--- config.mk ---
export PLATFORM = sky130hd
export DESIGN_NAME = avalon_wait_slave_flat
export DESIGN_NICKNAME = d
export VERILOG_FILES = /design/src/rtl/avalon_pkg.sv /design/src/rtl/avalon_wait_slave_if.sv /design/src/rtl/avs_regbank.sv /design/src/rtl/avalon_wait_slave.sv /design/src/flat_wrapper.sv
export SDC_FILE = /design/constraint.sdc
export NUM_CORES = 1
export LEC_CHECK = 0
export CELL_PAD_IN_SITES_DETAIL_PLACEMENT = 0
export CELL_PAD_IN_SITES_GLOBAL_PLACEMENT = 2
export CORE_UTILIZATION = 30
export DETAILED_ROUTE_END_ITERATION = 10
export PLACE_DENSITY_LB_ADDON = 0.1
export SETUP_SLACK_MARGIN = 0.02
export SYNTH_ARGS = -nofsm -noshare
export SYNTH_HDL_FRONTEND = slang
export SYNTH_SLANG_ARGS = --single-unit
--- constraint.sdc ---
create_clock -name clk -period 27.6 [get_ports clk]
set_input_delay 6.9 -clock clk [delete_from_list [all_inputs] [get_ports clk]]
set_output_delay 6.9 -clock clk [all_outputs]
set_load 0.05 [all_outputs]
--- src/rtl/avalon_pkg.sv ---
`default_nettype none
// ============================================================================
// Module   : avalon_pkg
// Brief    : Shared types and limits for the Avalon wait-state slave.
// Revision : 1.0
// ============================================================================
package avalon_pkg;

   typedef enum logic [0:0] {
      IDLE = 1'b0,
      WAIT = 1'b1
   } state_e;

   typedef logic [3:0] cnt_t;

   localparam int MAX_DELAY = 15;

endpackage
`default_nettype wire

--- src/rtl/avalon_wait_slave_if.sv ---
`default_nettype none
// ============================================================================
// Module   : avalon_wait_slave_if
// Brief    : Avalon-MM bus bundle between a master and the wait-state slave.
// Revision : 1.0
// ============================================================================
interface avalon_wait_slave_if #(
   parameter int NBDATABYTES = 2,
   parameter int NBADDRBITS  = 4
);
   localparam int DW = 8 * NBDATABYTES;

   logic [NBADDRBITS-1:0]  address;
   logic [NBDATABYTES-1:0] byteenable;
   logic [DW-1:0]          writedata;
   logic                   read;
   logic                   write;
   logic [DW-1:0]          readdata;
   logic                   waitrequest;
   logic                   readdatavalid;
   logic                   proto_err;

   modport master (
      output address, byteenable, writedata, read, write,
      input  readdata, waitrequest, readdatavalid, proto_err
   );

   modport slave (
      input  address, byteenable, writedata, read, write,
      output readdata, waitrequest, readdatavalid, proto_err
   );

endinterface
`default_nettype wire

--- src/rtl/avs_regbank.sv ---
`default_nettype none
// ============================================================================
// Module   : avs_regbank
// Brief    : Byte-enabled register bank, one write port, async read, clears on reset.
// Revision : 1.0
// ============================================================================
module avs_regbank #(
   parameter int NBDATABYTES = 2,
   parameter int NBADDRBITS  = 4
) (
   input  wire logic                     clk,
   input  wire logic                     rst,
   input  wire logic                     we,
   input  wire logic [NBDATABYTES-1:0]   be,
   input  wire logic [NBADDRBITS-1:0]    addr,
   input  wire logic [8*NBDATABYTES-1:0] wdata,
   output logic      [8*NBDATABYTES-1:0] rdata
);
   localparam int DEPTH = 1 << NBADDRBITS;

   logic [8*NBDATABYTES-1:0] r_mem [DEPTH];

   always_ff @(posedge clk or negedge rst) begin
      if (!rst) begin
         for (int w = 0; w < DEPTH; w++) r_mem[w] <= '0;
      end else if (we) begin
         for (int b = 0; b < NBDATABYTES; b++) begin
            if (be[b]) r_mem[addr][8*b +: 8] <= wdata[8*b +: 8];
         end
      end
   end

   assign rdata = r_mem[addr];

endmodule
`default_nettype wire

--- src/rtl/avalon_wait_slave.sv ---
`default_nettype none
// ============================================================================
// Module   : avalon_wait_slave
// Brief    : Avalon-MM slave with fixed read/write wait states and protocol checks.
//            Define AVS_READDATAVALID_EN for registered, pipelined read data.
// Revision : 1.0
// ============================================================================
module avalon_wait_slave
   import avalon_pkg::*;
#(
   parameter int NBDATABYTES = 2,
   parameter int NBADDRBITS  = 4,
   parameter int WRITEDELAY  = 2,
   parameter int READDELAY   = 1
) (
   input wire logic          clk,
   input wire logic          rst,
   avalon_wait_slave_if.slave bus
);
   localparam int   DW     = 8 * NBDATABYTES;
   localparam cnt_t c_WR_D = cnt_t'(WRITEDELAY);
   localparam cnt_t c_RD_D = cnt_t'(READDELAY);

   generate
      if (WRITEDELAY > MAX_DELAY || READDELAY > MAX_DELAY || WRITEDELAY < 0 ||
          READDELAY < 0 || NBDATABYTES < 1) begin : g_param_err
         $fatal(1, "avalon_wait_slave: illegal delay or data-width parameter");
      end
   endgenerate

   // Reset asserts immediately but releases on a clock edge.
   logic r_rst_sync;
   always_ff @(posedge clk or negedge rst) begin
      if (!rst) r_rst_sync <= 1'b0;
      else      r_rst_sync <= 1'b1;
   end

   logic w_rst_n;
   assign w_rst_n = r_rst_sync;

   state_e                 r_state;
   cnt_t                   r_cnt;
   logic                   r_is_wr;
   logic [NBADDRBITS-1:0]  r_addr;
   logic [NBDATABYTES-1:0] r_be;
   logic [DW-1:0]          r_wdata;
   logic                   r_perr;

   logic          w_rd_req, w_wr_req, w_both, w_start, w_hold, w_abort;
   logic          w_complete, w_qual_chg, w_rd_done, w_wr_commit;
   cnt_t          w_delay;
   logic [DW-1:0] w_bank_rd;

   assign w_rd_req    = bus.read & ~bus.write;
   assign w_wr_req    = bus.write & ~bus.read;
   assign w_both      = bus.read & bus.write;
   assign w_delay     = w_wr_req ? c_WR_D : c_RD_D;
   assign w_start     = w_rst_n & (r_state == IDLE) & (w_rd_req | w_wr_req);
   assign w_hold      = w_rst_n & (r_state == WAIT) & (r_is_wr ? w_wr_req : w_rd_req);
   assign w_abort     = w_rst_n & (r_state == WAIT) & ~w_hold;
   assign w_complete  = (w_start & (w_delay == '0)) | (w_hold & (r_cnt == '0));
   assign w_rd_done   = w_complete & w_rd_req;
   assign w_wr_commit = w_complete & w_wr_req;
   assign w_qual_chg  = w_hold & ((bus.address != r_addr) | (bus.byteenable != r_be) |
                                  (bus.writedata != r_wdata));

   assign bus.waitrequest = (w_start & (w_delay != '0)) | (w_hold & (r_cnt != '0));

   always_ff @(posedge clk or negedge w_rst_n) begin
      if (!w_rst_n) begin
         r_state <= IDLE;
         r_cnt   <= '0;
         r_is_wr <= 1'b0;
         r_addr  <= '0;
         r_be    <= '0;
         r_wdata <= '0;
         r_perr  <= 1'b0;
      end else begin
         case (r_state)
            IDLE: begin
               if (w_start && w_delay != '0) begin
                  r_state <= WAIT;
                  r_cnt   <= cnt_t'(w_delay - 4'd1);
                  r_is_wr <= w_wr_req;
                  r_addr  <= bus.address;
                  r_be    <= bus.byteenable;
                  r_wdata <= bus.writedata;
               end
            end
            WAIT: begin
               if (w_abort || r_cnt == '0) begin
                  r_state <= IDLE;
                  r_cnt   <= '0;
               end else begin
                  r_cnt   <= cnt_t'(r_cnt - 4'd1);
               end
            end
            default: r_state <= IDLE;
         endcase
         // Sticky until reset; later traffic never clears it.
         if ((r_state == IDLE && w_both) || w_abort || w_qual_chg) r_perr <= 1'b1;
      end
   end

   assign bus.proto_err = r_perr;

   avs_regbank #(
      .NBDATABYTES (NBDATABYTES),
      .NBADDRBITS  (NBADDRBITS)
   ) u_regbank (
      .clk   (clk),
      .rst   (w_rst_n),
      .we    (w_wr_commit),
      .be    (bus.byteenable),
      .addr  (bus.address),
      .wdata (bus.writedata),
      .rdata (w_bank_rd)
   );

`ifdef AVS_READDATAVALID_EN
   logic [DW-1:0] r_rdata;
   logic          r_rdv;
   always_ff @(posedge clk or negedge w_rst_n) begin
      if (!w_rst_n) begin
         r_rdata <= '0;
         r_rdv   <= 1'b0;
      end else begin
         r_rdata <= w_rd_done ? w_bank_rd : '0;
         r_rdv   <= w_rd_done;
      end
   end
   assign bus.readdata      = r_rdata;
   assign bus.readdatavalid = r_rdv;
`else
   assign bus.readdata      = w_rd_done ? w_bank_rd : '0;
   assign bus.readdatavalid = 1'b0;
`endif

endmodule
`default_nettype wire

--- src/flat_wrapper.sv ---
// flat-port wrapper written by rule: the top's interface ports become plain ports
module avalon_wait_slave_flat import avalon_pkg::*;
#(
   parameter int NBDATABYTES = 2,
   parameter int NBADDRBITS  = 4,
   parameter int WRITEDELAY  = 2,
   parameter int READDELAY   = 1
)
  (clk, rst, bus_address, bus_byteenable, bus_writedata, bus_read, bus_write, bus_readdata, bus_waitrequest, bus_readdatavalid, bus_proto_err);
  avalon_wait_slave_if #(.NBDATABYTES(NBDATABYTES), .NBADDRBITS(NBADDRBITS)) bus_i ();
  input wire logic clk;
  input wire logic rst;
  input wire logic [$bits(bus_i.address)-1:0] bus_address;
  input wire logic [$bits(bus_i.byteenable)-1:0] bus_byteenable;
  input wire logic [$bits(bus_i.writedata)-1:0] bus_writedata;
  input wire logic [$bits(bus_i.read)-1:0] bus_read;
  input wire logic [$bits(bus_i.write)-1:0] bus_write;
  output wire logic [$bits(bus_i.readdata)-1:0] bus_readdata;
  output wire logic [$bits(bus_i.waitrequest)-1:0] bus_waitrequest;
  output wire logic [$bits(bus_i.readdatavalid)-1:0] bus_readdatavalid;
  output wire logic [$bits(bus_i.proto_err)-1:0] bus_proto_err;
  assign bus_i.address = bus_address;
  assign bus_i.byteenable = bus_byteenable;
  assign bus_i.writedata = bus_writedata;
  assign bus_i.read = bus_read;
  assign bus_i.write = bus_write;
  assign bus_readdata = bus_i.readdata;
  assign bus_waitrequest = bus_i.waitrequest;
  assign bus_readdatavalid = bus_i.readdatavalid;
  assign bus_proto_err = bus_i.proto_err;
  avalon_wait_slave #(.NBDATABYTES(NBDATABYTES), .NBADDRBITS(NBADDRBITS), .WRITEDELAY(WRITEDELAY), .READDELAY(READDELAY)) u_core (.clk(clk), .rst(rst), .bus(bus_i));
endmodule
==> results of run 1 <==
worst max-delay path, stage by stage:
cell,delay [ps]
clkdlybuf4s50_1,540
ha_1,360
mux2_2,260
and3_1,420
nand4_1,760
o22ai_1,550
clkdlybuf4s50_1,880
cell type report:
| type | count | share of cell area, % |
|---|---|---|
| Clock inverter | 14 | 0.8808 |
| Inverter | 7 | 0.1697 |
| Tap cell | 585 | 4.727 |
| Clock buffer | 52 | 6.925 |
| Timing Repair Buffer | 50 | 3.135 |
| Sequential cell | 286 | 46.25 |
| Multi-Input combinational cell | 521 | 37.92 |
sequential cells by signal, summed over array words and instances, names as in the netlist:
| signal | count |
|---|---|
| u_core.bus.proto_err | 1 |
| u_core.r_wdata | 16 |
| u_core.r_cnt | 4 |
| u_core.r_state | 1 |
| u_core.r_is_wr | 1 |
| u_core.r_be | 2 |
| u_core.r_addr | 4 |
| u_core.u_regbank.r_mem | 256 |
| u_core.r_rst_sync | 1 |
layer usage:
layer	track usage [%]	routed length, um	vias to the layer above
met1	21.95	15990	4070
met3	2.910	1550	42
li1	-	-	3276
met2	24.76	15960	125
met4	4.937	650	0
met5	0	0	-
cell families after synthesis:
logic type	share of synthesized area, %
flip-flops	53.80
adder cells (fa/ha/maj)	0.4703
other	0.05645
XOR/XNOR	1.514
AND/OR/NAND/NOR	4.110
AO/OA/AOI/OAI	1.448
multiplexers	36.49
buffers and inverters	2.107
worst paths after layout:
| check | endpoint | slack [ps] | depth (start not counted) |
|---|---|---|---|
| worst min-delay path | u_core.bus.proto_err | 480 | 1 |
| worst min register to register | u_core.bus.proto_err | 480 | 1 |
| min in group asynchronous | u_core.u_regbank.r_mem[58] | 570 | 1 |
| worst max register to register | u_core.u_regbank.r_mem[192] | 24240 | 5 |
| worst max-delay path | bus_readdata[6] | 10020 | 7 |
| max in group asynchronous | u_core.r_rst_sync | 20980 | 1 |
cell usage after synthesis, types with 11 or more instances:
library cell / count / area [um2]
clkbuf_1: 33 / 123.9
o22ai_1: 14 / 87.58
mux4_2: 64 / 1441
mux2i_1: 26 / 260.3
dfrtp_1: 286 / 7157
nor2_1: 11 / 41.29
buf_1: 22 / 82.58
nand2_1: 16 / 60.06
nor2_2: 14 / 87.58
xor2_1: 18 / 157.7
mux2_2: 272 / 3063
stage by stage:
step | area (um2) | power, mW
finish | 15480 | 1.029
global route | 15480 | 1.075
detailed placement | 14270 | 0.5663
CTS | 15480 | 1.051
global placement | 14270 | 0.5617
floorplan | 13300 | 0.5346
where the power goes:
group	switching, mW	internal, mW	leakage, nW	total [mW]
Clock	0.183	0.290	0.597	0.472
Combinational	0.0573	0.0423	2.61	0.0995
Sequential	0.0155	0.442	3.93	0.457
Total	0.255	0.774	7.14	1.03
==> flow_metrics.env, run 1 <==
export IMPL_status="finished, final reports clean"
export IMPL_start_util_pct=30.68
export IMPL_vias=7513
export IMPL_finalWorstPathRequiredPeriod_ps=17580
export IMPL_multi_input_area_mm2=0.005871
export IMPL_ws_path_type="input port to output pin"
export IMPL_seq_area_frac_synth_pct=53.80
export IMPL_cts_max_path_buffers=3
export IMPL_clock_root_buffer="clkbuf_16"
export IMPL_detailed_place_hpwl_um=22370
export IMPL_die_area_mm2=0.04519
export IMPL_regToRegStartpoint="u_core.r_rst_sync"
export IMPL_min_delay_path_class="register to register"
export IMPL_worst_slew_pin_transition_ps=1148
export IMPL_avgRoutedWirePerCell_um=22.55
export IMPL_setup_total_negative_slack_ps=0
export IMPL_dominantRegCellSynth="dfrtp_1"
export IMPL_power_leakage_nw=7.141
export IMPL_cts_repair_timing_setup_buffer_count=0
export IMPL_cts_buffers_inserted=36
export IMPL_max_clock_freq_ghz=0.05689
export IMPL_crit_path_max_fanout=13
export IMPL_drive_above_1_share_pct=47.10
export IMPL_global_route_overflow_total=0
export IMPL_io_pins=45
export IMPL_critical_path_startpoint="bus_write"
export IMPL_antenna_found_initial=0
export IMPL_ir_drop_uv=32.50
export IMPL_power_per_cell_area_mw_per_mm2=66.46
export IMPL_number_of_hold_slack_violations_in_the_final_timing_report=0
export IMPL_final_hold_worst_slack_ps=481.8
export IMPL_per_instance_average_area_after_synthesis_um2=15.17
export IMPL_die_height_um=212.6
export IMPL_clock_sinks=286
export IMPL_clk_pin_slew_worst_paths_ps=60
export IMPL_synth_nets=908
export IMPL_synth_seq_cells=286
export IMPL_drt_vias_per_instance=4.959
export IMPL_yosys_cell_types=43
export IMPL_place_inst=1449
export IMPL_final_setup_vio_count=0
export IMPL_stdcell_count=1515
export IMPL_layout_common_cells="dfrtp_1, mux2_2, mux4_2"
export IMPL_timing_final_ws_setup_ps=10020
export IMPL_worst_skew_pair_late_latency_ps=540
export IMPL_crit_path_start_kind="input port"
export IMPL_n_fill_cell=4161
export IMPL_synth_async_sr_flop_share_pct=100.0
export IMPL_die_w_um=212.6
export IMPL_num_rows=76
export IMPL_maximum_number_of_pins_on_one_net_before_global_route_repair=134
export IMPL_antenna_cells=0
export IMPL_gpl_final_weighted_congestion=0.7191
export IMPL_min_from="u_core.bus.proto_err"
export IMPL_clock_skew_final_ps=17.98
export IMPL_layout_cells_most_common="dfrtp_1"
export IMPL_synth_edf_count=0
export IMPL_synthesis_yosys_warnings=0
export IMPL_drt_first_iter_violations=347
export IMPL_port_buffers=43
export IMPL_routed_wl_um=34160
export IMPL_cts_repair_resize_count=0
export IMPL_maxCapViolations=0
export IMPL_placement_setup_worst_slack_ps=9988
export IMPL_coreArea_mm2=0.04336
export IMPL_gr_usage_all_layers_pct=15.75
export IMPL_unrepaired_setup_endpoints_after_global_routing="false"
export IMPL_worstPathArrival_ps=10680
export IMPL_crit_path_end_kind="output pin"
export IMPL_final_max_slew_viol_count=0
export IMPL_netlist_instances=877
export IMPL_first_global_vias=8115
export IMPL_areaGrowthSynthToFinish_pct=16.39
export IMPL_area_sequential_mm2=0.007161
export IMPL_finalNetCount=933
export IMPL_max_slew_margin_pct=23.50
export IMPL_grt_pass1_wl_um=52210
export IMPL_final_period_util_pct=63.69
export IMPL_initial_drt_pass_iterations=4
export IMPL_ctsHoldBuffers=0
export IMPL_worst_endpoint_required_ps=20700
export IMPL_clock_tree_htree_level_count=2
export IMPL_route_detailed_drc=0
export IMPL_antenna_left=0
export IMPL_fin_util_pct=35.71
export IMPL_mappedNetlistArea_mm2=0.01330
export IMPL_clock_tree_from_tritoncts="yes"
No activity file was read; power rests on OpenSTA's default activity.
==> run 2: changes to the inputs <==
Clock period 27.6 ns to 18 ns, I/O delays scaled along.
==> run 2 against run 1 <==
  * First-iteration DRC count grew 22%
  * Cell area decreased by 0.40%
  * Clock power increased by 49%
  * Combinational power up 53%
  * Routed wire length is 0.38% lower
  * Register-to-register slack worse by 9600 ps
  * Sequential share of layout area grew 0.18 points
  * Clock skew decreased by 0.92 ps
  * Setup slack lost 4800 ps
  * Critical path type unchanged
  * Highest routed layer unchanged
==> flow_metrics.env, run 2 (same netlist as run 1, synthesis figures left out) <==
export IMPL_drt_vias_per_instance=4.964
export IMPL_clock_skew_final_ps=17.06
export IMPL_postLayoutCellArea_mm2=0.01542
export IMPL_die_height_um=212.6
export IMPL_worst_endpoint_required_ps=13500
export IMPL_min_delay_path_class="register to register"
export IMPL_switching_share_pct=24.35
export IMPL_route_detailed_drc=0
export IMPL_p_sw_mw=0.3792
export IMPL_routed_wl_um=34030
export IMPL_clock_root_buffer="clkbuf_16"
export IMPL_min_delay_path_depth=1
export IMPL_final_setup_vio_count=0
export IMPL_die_w_um=212.6
export IMPL_timing_critical_path_mode_cell="clkdlybuf4s50_1"
export IMPL_min_from="u_core.u_regbank.r_mem[181]"
export IMPL_areaGrowthSynthToFinish_pct=15.93
export IMPL_port_buffers=43
export IMPL_worst_skew_pair_late_latency_ps=530
export IMPL_antenna_cells=0
export IMPL_io_pins=45
export IMPL_clk_pin_slew_worst_paths_ps=50
export IMPL_area_sequential_mm2=0.007161
export IMPL_cts_repair_resize_count=0
export IMPL_ir_drop_uv=41.89
export IMPL_comb_power_share_pct=9.8
export IMPL_timing_hold_worst_endpoint="u_core.u_regbank.r_mem[181]"
export IMPL_crit_path_end_kind="output pin"
export IMPL_first_global_vias=8048
export IMPL_regToRegStartpoint="u_core.r_rst_sync"
export IMPL_cp_num_buf_inv=2
export IMPL_placement_setup_worst_slack_ps=5190
export IMPL_grt_pass1_wl_um=52170
export IMPL_finalWorstPathRequiredPeriod_ps=12790
export IMPL_die_area_mm2=0.04519
export IMPL_gpl_final_weighted_congestion=0.7191
export IMPL_clock_sinks=286
export IMPL_gr_usage_all_layers_pct=15.65
export IMPL_largest_register="u_core.u_regbank.r_mem"
export IMPL_critical_path_top_delay_family="buffers and inverters"
export IMPL_ws_path_type="input port to output pin"
export IMPL_crit_path_max_fanout=13
export IMPL_power_per_cell_area_mw_per_mm2=101.0
export IMPL_critical_path_slowest_cell="clkdlybuf4s50_1"
export IMPL_final_max_slew_viol_count=0
export IMPL_avgRoutedWirePerCell_um=22.56
export IMPL_clock_tree_htree_level_count=2
export IMPL_crit_path_start_kind="input port"
export IMPL_worst_slew_pin_transition_ps=1150
export IMPL_num_rows=76
export IMPL_fin_util_pct=35.57
export IMPL_max_clock_freq_ghz=0.07818
export IMPL_antenna_left=0
export IMPL_maximum_number_of_pins_on_one_net_before_global_route_repair=134
export IMPL_layout_cells_most_common="dfrtp_1"
export IMPL_global_route_overflow_total=0
export IMPL_setup_total_negative_slack_ps=0
export IMPL_coreArea_mm2=0.04336
export IMPL_clock_tree_from_tritoncts="yes"
export IMPL_vias=7486
export IMPL_cts_max_path_buffers=3
export IMPL_critical_path_reg2reg_endpoint="u_core.u_regbank.r_mem[192]"
export IMPL_worstPathArrival_ps=8290
export IMPL_detailed_place_hpwl_um=22400
export IMPL_status="finished, final reports clean"
export IMPL_cts_buffers_inserted=35
export IMPL_n_fill_cell=4182
export IMPL_instance_area_at_placement_mm2=0.01427
export IMPL_reg2reg_depth=5
export IMPL_final_period_util_pct=71.06
export IMPL_initial_drt_pass_iterations=6
export IMPL_power_leakage_nw=7.117
export IMPL_multi_input_area_mm2=0.005871
export IMPL_critPathMaxStageDelay_ps=890
export IMPL_cp_cell_sequence="clkdlybuf4s50_1, ha_1, mux2_2, and3_1, nand4_1, o22ai_1, clkdlybuf4s50_1"
export IMPL_timing_final_ws_setup_ps=5209
export IMPL_number_of_hold_slack_violations_in_the_final_timing_report=0
export IMPL_maxCapViolations=0
export IMPL_largest_register_ffs=256
export IMPL_p_int_mw=1.178
export IMPL_final_hold_worst_slack_ps=485.2
export IMPL_layout_common_cells="dfrtp_1, mux2_2, mux4_2"
export IMPL_drt_first_iter_violations=424
export IMPL_reg_largest_list="u_core.u_regbank.r_mem (256), u_core.r_wdata (16)"
export IMPL_unrepaired_setup_endpoints_after_global_routing="false"
export IMPL_cts_repair_timing_setup_buffer_count=0
export IMPL_finalNetCount=932
export IMPL_antenna_found_initial=0
export IMPL_max_slew_margin_pct=23.31
export IMPL_pwr_share_clk_pct=45.2
export IMPL_ctsHoldBuffers=0
export IMPL_start_util_pct=30.68
export IMPL_power_frac_seq_pct=45.0
export IMPL_drive_above_1_share_pct=46.70
export IMPL_ff2ff_setup_slack_ps=14630
run 2: power by group through the flow:
stage	clock network, mW	logic [mW]	registers (mW)
after global placement	0	0.151	0.711
after global routing	0.750	0.168	0.706
final	0.704	0.152	0.701
after CTS	0.729	0.157	0.701
after floorplan	0	0.105	0.714
after detailed placement	0	0.156	0.712
run 2: worst max path at each step:
stage | startpoint | to | cells after the start
2_1_floorplan | u_core.r_rst_sync | bus_readdata[10] | 6
5_1_grt | bus_write | bus_readdata[6] | 7
3_5_place_dp | bus_write | bus_readdata[6] | 7
4_1_cts | bus_write | bus_readdata[6] | 7
6_report | bus_write | bus_readdata[6] | 7
3_3_place_gp | bus_read | bus_readdata[6] | 8
run 2: layout make-up:
class                           instances  share of cell area (%)
Sequential cell                       286                   46.43
Multi-Input combinational cell        521                   38.07
Clock inverter                         11                  0.8437
Clock buffer                           48                   6.596
Inverter                                7                  0.1704
Timing Repair Buffer                   50                   3.148
Tap cell                              585                   4.746
run 2: metrics by stage:
| stage | power [mW] | instances |
|---|---|---|
| floorplan | 0.8197 | 877 |
| global placement | 0.8612 | 1449 |
| detailed placement | 0.8686 | 1449 |
| CTS | 1.587 | 1508 |
| global route | 1.625 | 1508 |
| finish | 1.557 | 1508 |
run 2: metal layers:
layer	track usage (%)	share of wire (%)
met1	22.08	47
met2	24.87	47
met3	2.644	4.1
met4	4.044	1.8
met5	0	0
==> run 3: changes to the inputs <==
Clock period 18 ns to 10.4 ns, I/O delays scaled along.
==> run 3 against run 2 <==
  * Critical endpoint is now bus_readdata[5]
  * Critical path type unchanged
  * Largest cell class unchanged
  * First-iteration DRC count decreased by 2.6%
  * Cell count increased by 0.40%
  * Setup slack got worse by 3600 ps
  * Highest routed layer unchanged
  * Global-route usage increased by 0.83 points
==> flow_metrics.env, run 3 (same netlist as run 1, synthesis figures left out) <==
export IMPL_clk_pin_slew_worst_paths_ps=60
export IMPL_worstPathArrival_ps=6210
export IMPL_grt_pass1_wl_um=54710
export IMPL_drt_vias_per_instance=4.950
export IMPL_num_rows=76
export IMPL_largest_register="u_core.u_regbank.r_mem"
export IMPL_drt_first_iter_violations=413
export IMPL_layout_cells_most_common="dfrtp_1"
export IMPL_final_period_util_pct=84.71
export IMPL_power_per_cell_area_mw_per_mm2=174.6
export IMPL_detailed_place_hpwl_um=23320
export IMPL_worst_endpoint_required_ps=7800
export IMPL_clock_tree_from_tritoncts="yes"
export IMPL_ir_drop_uv=101.2
export IMPL_power_leakage_nw=7.149
export IMPL_instance_area_at_placement_mm2=0.01432
export IMPL_max_slew_margin_pct=38.64
export IMPL_crit_path_start_kind="input port"
export IMPL_cts_buffers_inserted=35
export IMPL_areaGrowthSynthToFinish_pct=16.40
export IMPL_coreArea_mm2=0.04336
export IMPL_final_hold_worst_slack_ps=386.7
export IMPL_routed_wl_um=35370
export IMPL_gr_usage_all_layers_pct=16.48
export IMPL_antenna_found_initial=0
export IMPL_layout_common_cells="dfrtp_1, mux2_2, mux4_2"
export IMPL_finalWorstPathRequiredPeriod_ps=8810
export IMPL_status="finished, final reports clean"
export IMPL_die_w_um=212.6
export IMPL_die_area_mm2=0.04519
export IMPL_vias=7494
export IMPL_clock_root_buffer="clkbuf_16"
export IMPL_cts_repair_timing_setup_buffer_count=0
export IMPL_cts_max_path_buffers=3
export IMPL_setup_total_negative_slack_ps=0
export IMPL_final_max_slew_viol_count=0
export IMPL_final_setup_vio_count=0
export IMPL_clock_skew_final_ps=13.14
export IMPL_worst_skew_pair_late_latency_ps=510
export IMPL_initial_drt_pass_iterations=5
export IMPL_maximum_number_of_pins_on_one_net_before_global_route_repair=73
export IMPL_gpl_final_weighted_congestion=0.7724
export IMPL_reg_largest_list="u_core.u_regbank.r_mem (256), u_core.r_wdata (16)"
export IMPL_unrepaired_setup_endpoints_after_global_routing="false"
export IMPL_clock_sinks=286
export IMPL_start_util_pct=30.68
export IMPL_antenna_left=0
export IMPL_ws_path_type="input port to output pin"
export IMPL_max_clock_freq_ghz=0.1135
export IMPL_io_pins=45
export IMPL_finalNetCount=938
export IMPL_ctsHoldBuffers=0
export IMPL_first_global_vias=8525
export IMPL_port_buffers=43
export IMPL_cts_repair_resize_count=0
export IMPL_number_of_hold_slack_violations_in_the_final_timing_report=0
export IMPL_worst_slew_pin_transition_ps=920.4
export IMPL_antenna_cells=0
export IMPL_route_detailed_drc=0
export IMPL_regToRegStartpoint="u_core.r_rst_sync"
export IMPL_critical_path_startpoint="bus_write"
export IMPL_fin_util_pct=35.71
export IMPL_crit_path_max_fanout=13
export IMPL_postLayoutCellArea_mm2=0.01548
export IMPL_clock_tree_htree_level_count=2
export IMPL_maxCapViolations=0
export IMPL_die_height_um=212.6
export IMPL_drive_above_1_share_pct=46.93
export IMPL_min_delay_path_class="register to asynchronous set/reset pin"
export IMPL_global_route_overflow_total=0
export IMPL_largest_register_ffs=256
export IMPL_crit_path_end_kind="output pin"
export IMPL_avgRoutedWirePerCell_um=23.36
==> run 3: cell types whose count changed in the layout (fill, tap and decap cells not counted), sizes merged <==
cell / previous run / this run
buf: 10 / 16
bufinv: 3 / 2
clkbuf: 48 / 54
clkinv: 8 / 3
==> run 3: worst max-delay path, stage by stage <==
cell	delay [ps]
clkdlybuf4s50_1	520
ha_1	390
mux2_2	260
and3_1	360
nand4_1	720
o22ai_1	490
clkdlybuf4s50_1	870
==> run 3: path summary, 6_finish.rpt <==
path / endpoint / slack (ps) / cells after the start
max reg2reg: u_core.u_regbank.r_mem[192] / 7320 / 4
max in group asynchronous: u_core.u_regbank.r_mem[225] / 7870 / 2
min: u_core.u_regbank.r_mem[54] / 390 / 0
max: bus_readdata[5] / 1590 / 7
min in group clk: u_core.u_regbank.r_mem[176] / 490 / 1
min reg2reg: u_core.u_regbank.r_mem[54] / 390 / 0
==> run 3: layout make-up <==
class                      instances  area, um2
fill                            4187      27880
inverter                           7      26.28
clock inverter                     5      75.07
tap                              585      732.0
clock buffer                      54       1090
timing repair buffer              56      530.5
sequential                       286       7161
multi-input combinational        521       5871
==> run 3: layer usage <==
metal | global-route usage [%] | share of wire, %
met3 | 2.275 | 2.6
met1 | 20.44 | 42
met2 | 29.66 | 53
met4 | 4.763 | 2.2
met5 | 0 | 0
==> run 3: per-stage QoR <==
stage | instances | total power [mW] | setup WS, ps
5_1_grt | 1514 | 2.833 | 1430
4_1_cts | 1514 | 2.758 | 1590
3_5_place_dp | 1455 | 1.503 | 1611
6_report | 1514 | 2.704 | 1590
2_1_floorplan | 877 | 1.418 | 2004
3_3_place_gp | 1455 | 1.491 | 1753
==> run 3: power by group <==
group	switching, mW	total (mW)	internal, mW
clock	0.464	1.23	0.766
combinational	0.145	0.258	0.113
sequential	0.0440	1.22	1.17
total	0.652	2.70	2.05
